--- src/rtl/main_mem_sequencer.sv ---
// Job sequencer for the HLS `main` accelerator: preloads its array over the slave
// port, pulses start, times the run, then streams the array back as 64-bit words.
module main_mem_sequencer #(
  parameter int unsigned MEM_BYTES = 256,
  parameter int unsigned BASE_ADDR = 0,
  parameter int unsigned TIMEOUT   = 200000000
) (
  input  logic         clock,
  input  logic         reset,
  input  logic         job_go,
  input  logic         in_valid,
  output logic         in_ready,
  input  logic [7:0]   in_data,
  output logic         out_valid,
  input  logic         out_ready,
  output logic [63:0]  out_data,
  output logic         out_last,
  output logic         busy,
  output logic         job_done,
  output logic         timeout_err,
  output logic [31:0]  run_cycles,
  output logic         start_port,
  input  logic         done_port,
  output logic [1:0]   S_oe_ram,
  output logic [1:0]   S_we_ram,
  output logic [19:0]  S_addr_ram,
  output logic [127:0] S_Wdata_ram,
  output logic [13:0]  S_data_ram_size,
  input  logic [127:0] Sout_Rdata_ram,
  input  logic [1:0]   Sout_DataRdy
);

  localparam int unsigned   WORDS     = MEM_BYTES / 8;
  localparam int unsigned   WIDX      = (WORDS > 1) ? $clog2(WORDS) : 1;
  localparam logic [WIDX-1:0] LAST_WORD = WIDX'(WORDS - 1);
  localparam logic [9:0]    BASE10    = 10'(BASE_ADDR);
  localparam logic [31:0]   TIMEOUT32 = 32'(TIMEOUT);
  localparam bit            TIMEOUT_AT_START = (TIMEOUT <= 1);

  typedef enum logic [2:0] {
    S_IDLE, S_COLLECT, S_WRITE, S_START, S_RUN, S_READ_REQ, S_OUTPUT, S_FINISH
  } state_t;

  state_t          state_q, state_d;
  logic [WIDX-1:0] word_idx_q;
  logic [2:0]      byte_idx_q;
  logic [63:0]     wbuf_q;
  logic [63:0]     rbuf_q;
  logic [9:0]      addr_q;
  logic [31:0]     run_q;
  logic            terr_q;
  logic            last_word;
  logic            run_expired;
  logic            access;

  assign last_word   = (word_idx_q == LAST_WORD);
  assign run_expired = (run_q >= TIMEOUT32 - 32'd1);

  always_comb begin
    state_d = state_q;
    case (state_q)
      S_IDLE:     if (job_go) state_d = S_COLLECT;
      S_COLLECT:  if (in_valid && byte_idx_q == 3'd7) state_d = S_WRITE;
      S_WRITE:    if (Sout_DataRdy[0]) state_d = last_word ? S_START : S_COLLECT;
      S_START: begin
        if (done_port)             state_d = S_READ_REQ;
        else if (TIMEOUT_AT_START) state_d = S_FINISH;
        else                       state_d = S_RUN;
      end
      S_RUN: begin
        if (done_port)        state_d = S_READ_REQ;
        else if (run_expired) state_d = S_FINISH;
      end
      S_READ_REQ: if (Sout_DataRdy[0]) state_d = S_OUTPUT;
      S_OUTPUT:   if (out_ready) state_d = last_word ? S_FINISH : S_READ_REQ;
      S_FINISH:   state_d = S_IDLE;
      default:    state_d = S_IDLE;
    endcase
  end

  always_ff @(posedge clock or negedge reset) begin
    if (!reset) begin
      state_q <= S_IDLE;
    end else begin
      state_q <= state_d;
    end
  end

  // The address register tracks word_idx so the slave address is never an adder output.
  always_ff @(posedge clock or negedge reset) begin
    if (!reset) begin
      word_idx_q <= '0;
      byte_idx_q <= '0;
      wbuf_q     <= '0;
      rbuf_q     <= '0;
      addr_q     <= '0;
      run_q      <= '0;
      terr_q     <= 1'b0;
    end else begin
      case (state_q)
        S_IDLE: if (job_go) begin
          word_idx_q <= '0;
          byte_idx_q <= '0;
          addr_q     <= BASE10;
          run_q      <= '0;
          terr_q     <= 1'b0;
        end
        S_COLLECT: if (in_valid) begin
          wbuf_q[{byte_idx_q, 3'b000} +: 8] <= in_data;
          byte_idx_q <= byte_idx_q + 3'd1;
        end
        S_WRITE: if (Sout_DataRdy[0]) begin
          word_idx_q <= word_idx_q + WIDX'(1);
          addr_q     <= addr_q + 10'd8;
        end
        S_START: begin
          run_q <= 32'd1;
          if (done_port) begin
            word_idx_q <= '0;
            addr_q     <= BASE10;
          end else if (TIMEOUT_AT_START) begin
            terr_q <= 1'b1;
          end
        end
        S_RUN: begin
          if (done_port) begin
            word_idx_q <= '0;
            addr_q     <= BASE10;
          end else begin
            run_q <= run_q + 32'd1;
            if (run_expired) terr_q <= 1'b1;
          end
        end
        S_READ_REQ: if (Sout_DataRdy[0]) rbuf_q <= Sout_Rdata_ram[63:0];
        S_OUTPUT: if (out_ready) begin
          word_idx_q <= word_idx_q + WIDX'(1);
          addr_q     <= addr_q + 10'd8;
        end
        default: ;
      endcase
    end
  end

  assign access          = (state_q == S_WRITE) || (state_q == S_READ_REQ);
  assign in_ready        = (state_q == S_COLLECT);
  assign out_valid       = (state_q == S_OUTPUT);
  assign out_last        = (state_q == S_OUTPUT) && last_word;
  assign out_data        = rbuf_q;
  assign busy            = (state_q != S_IDLE);
  assign job_done        = (state_q == S_FINISH);
  assign start_port      = (state_q == S_START);
  assign timeout_err     = terr_q;
  assign run_cycles      = run_q;
  assign S_we_ram        = {1'b0, state_q == S_WRITE};
  assign S_oe_ram        = {1'b0, state_q == S_READ_REQ};
  assign S_addr_ram      = {10'd0, addr_q};
  assign S_Wdata_ram     = {64'd0, wbuf_q};
  assign S_data_ram_size = {7'd0, access ? 7'd64 : 7'd0};

  logic unused_bits;
  assign unused_bits = ^{Sout_Rdata_ram[127:64], Sout_DataRdy[1]};

endmodule

--- config.mk ---
export PLATFORM = sky130hd
export DESIGN_NAME = main_mem_sequencer
export DESIGN_NICKNAME = d
export VERILOG_FILES = /design/src/rtl/main_mem_sequencer.sv
export SDC_FILE = /design/constraint.sdc
export NUM_CORES = 1
export LEC_CHECK = 0
export CORE_AREA = 4 4 176 178
export DETAILED_ROUTE_END_ITERATION = 16
export DIE_AREA = 0 0 180 182
export PLACE_DENSITY_LB_ADDON = 0.25
export SETUP_SLACK_MARGIN = 0.15
export SLEW_MARGIN = 10
export SYNTH_ARGS = -nofsm -noshare
export SYNTH_HDL_FRONTEND = slang
export SYNTH_SLANG_ARGS = --single-unit
export TNS_END_PERCENT = 1
--- constraint.sdc ---
create_clock -name clock -period 4.2 [get_ports clock]
set_clock_uncertainty 0.05 [all_clocks]
set_input_delay 0.42 -clock clock [delete_from_list [all_inputs] [get_ports clock]]
set_output_delay 0.42 -clock clock [all_outputs]
set_load 0.01 [all_outputs]
==> impl_metrics.json <==
{
  "outcome": "finished clean",
  "antenna_left": 0,
  "cts-root-buf": "clkbuf_16",
  "fp.coreArea_sq_um": 29400,
  "drt_first_pass_iters": 4,
  "place_inst": 1375,
  "grt_max_degree": 76,
  "pre_cts_ws_ns": 1.336,
  "die_area_sq_um": 32760,
  "grt_overflow": 0,
  "grtUsageTotal": 0.1343,
  "dpl_cell_area_sq_um": 11340,
  "fin_crit_sh": 0.6630,
  "numCtsBuffers": 17,
  "critPathTopFamily": "buffers and inverters",
  "ys_types": 56,
  "routed_via_density": 4.477,
  "netlist.area_leader.share": 0.5161,
  "cp-start-kind": "flop",
  "numPortBuffers": 255,
  "syn_inst": 750,
  "yosysTopAreaCell": "dfrtp_1",
  "r2r_slack_ns": 1.42,
  "critPathLaunch": "state_q[2]",
  "rows": 63,
  "finalNonFillerCells": 1408,
  "io-pin-count": 413,
  "path_class": "flop to output port",
  "layout.nets": 1160,
  "clk_pin_slew_ns": 0.08,
  "worst_path_max_delay_cell": "dfrtp_1",
  "die_w_um": 180,
  "async_flop_share": 1.000,
  "synth_edf_count": 0,
  "hold_violations": 0,
  "slew_headroom": 0.3031,
  "powerDensity_nw_per_um2": 547.0,
  "arrival_ns": 2.31,
  "clkLatencyLatePin_ns": 0.43,
  "p_total_mw": 6.538,
  "setup_viol": 0,
  "routed.top_layer": "met5",
  "start_util": 0.2952,
  "synth_ff_type": "dfrtp_1",
  "met2_length_mm": 10.55,
  "r2r.worst_path.cells": 7,
  "synth.most_common_cell": "dfrtp_1",
  "drtIter0Drc": 259,
  "seq_area_frac_synth": 0.5161,
  "vdd_drop_max_mv": 0.2875,
  "required_ns": 3.73,
  "crit_fanout": 21,
  "ys_ff_latch": 179,
  "cts.sink_count": 179,
  "p_leak_nw": 5.217,
  "synthTopCellsByArea": "dfrtp_1, mux2_2, buf_4",
  "rsz0062_at_grt": "false",
  "ctsResizeCount": 0,
  "path_cells": "nor2b_1 -> nand2_1 -> buf_4 -> inv_2 -> clkdlybuf4s50_1",
  "worst_slew_pin_slew_ns": 1.045,
  "drv_cap": 0,
  "grt_pass1_wl_mm": 35.56,
  "whs_ns": 0.4409,
  "final_area_sq_um": 11950,
  "fin_crit_ns": 2.784,
  "cp_num_buf_inv": 3,
  "antenna_cells": 0,
  "slew_viol_final": 0,
  "layout_setup_ws_ns": 1.416,
  "totalWireLength_mm": 23.13,
  "cp-end-kind": "output port",
  "antenna_found_initial": 1,
  "worst_r2r_endpoint": "run_cycles[31]",
  "wl_met3_mm": 2.019,
  "fin_setup_tns_ns": 0,
  "wl_per_cell_um": 16.43,
  "cts_tree": "done",
  "syn_avg_cell_area_sq_um": 11.57,
  "hp-class": "flop to flop",
  "place.gp.congestion": 0.7940,
  "ctsLongestPathBuffers": 2,
  "hold_start": "word_idx_q[3]",
  "vias": 6304,
  "synth_top_cells_by_count": "dfrtp_1, mux2_2, buf_4, nand2_1, o21ai_0",
  "layout-drive-gt1-share": 0.1778,
  "fin_util": 0.4065,
  "grt_pass1_vias": 6238,
  "synth-warning-count": 0,
  "area_growth_pct": 37.71,
  "drc": 0,
  "h-tree-depth": 4,
  "timing.fmax_mhz": 359.1,
  "dp_hpwl_mm": 16.86,
  "min_to": "word_idx_q[3]",
  "wl_met1_mm": 10.38,
  "slowest_delay_ns": 0.61,
  "synth_area_sq_um": 8680,
  "dieHeight_um": 182,
  "hold_depth": 1,
  "regToRegStartpoint": "state_q[2]"
}
[repair_timing]
action	in CTS	in global routing
hold buffers	1	0
hold endpoints to repair	32	0
buffers inserted	0	0
[layout make-up]
type,instances,area (sq um)
sequential,179,4479
clock inverter,14,167.7
inverter,8,30.03
timing repair buffer,263,2629
multi-input combinational,536,3720
fill,2854,17450
clock buffer,18,439.2
tap,390,488.0
[per-layer routing]
layer / vias up / global-route usage
met5: - / 0
met4: 2 / 0.02926
met3: 14 / 0.05369
met2: 223 / 0.2083
met1: 3092 / 0.1783
li1: 2973 / -
[report_power, final]
part / internal [mW] / total, mW / switching (mW)
combinational: 1.34 / 2.42 / 1.08
sequential: 2.16 / 2.47 / 0.309
clock: 0.867 / 1.65 / 0.780
[cells in the final DEF, fill, tap and decap left out, drive strengths merged, types with 2 or more instances in the layout]
cell             n
nand3           16
xor2             3
and4             4
and3            12
conb            92
a211oi           4
ha              11
dfrtp          179
clkinv           7
or4              3
nand2           48
o31ai            2
o21ai           46
or2              2
nor4             4
inv             13
and2            31
a31oi            5
nand2b           7
or3              3
nand4           14
clkdlybuf4s50  254
a2111oi          9
mux2           130
nor2b            4
o2111ai          4
clkbuf          18
nor3             7
buf              8
xnor2           11
nor2            35
a21oi           12
a22o             2
[flip-flops by register name, summed over array words and instances (netlist names)]
signal,cells
wbuf_q,64
state_q,3
run_cycles,32
addr_q,7
byte_idx_q,3
out_data,64
timeout_err,1
word_idx_q,5
[worst max path at each step]
stage | endpoint | depth (start not counted)
after CTS | start_port | 5
after detailed placement | run_cycles[27] | 6
after global routing | addr_q[6] | 5
after global placement | run_cycles[27] | 6
final | start_port | 5
after floorplan | run_cycles[31] | 5
[cell families (layout without fill, tap and decap cells)]
family,count (synthesis),after routing,synth area share
adders and majority gates,11,11,0.01586
AOI/OAI and AO/OA,95,95,0.07150
xor gates and xnor gates,14,14,0.01413
other,1,92,0.0004320
muxes,131,131,0.1698
buffers and inverters,126,303,0.09500
DFF,179,179,0.5161
and+or+nand+nor,193,193,0.1172
Power figures use the tool's default switching activity.
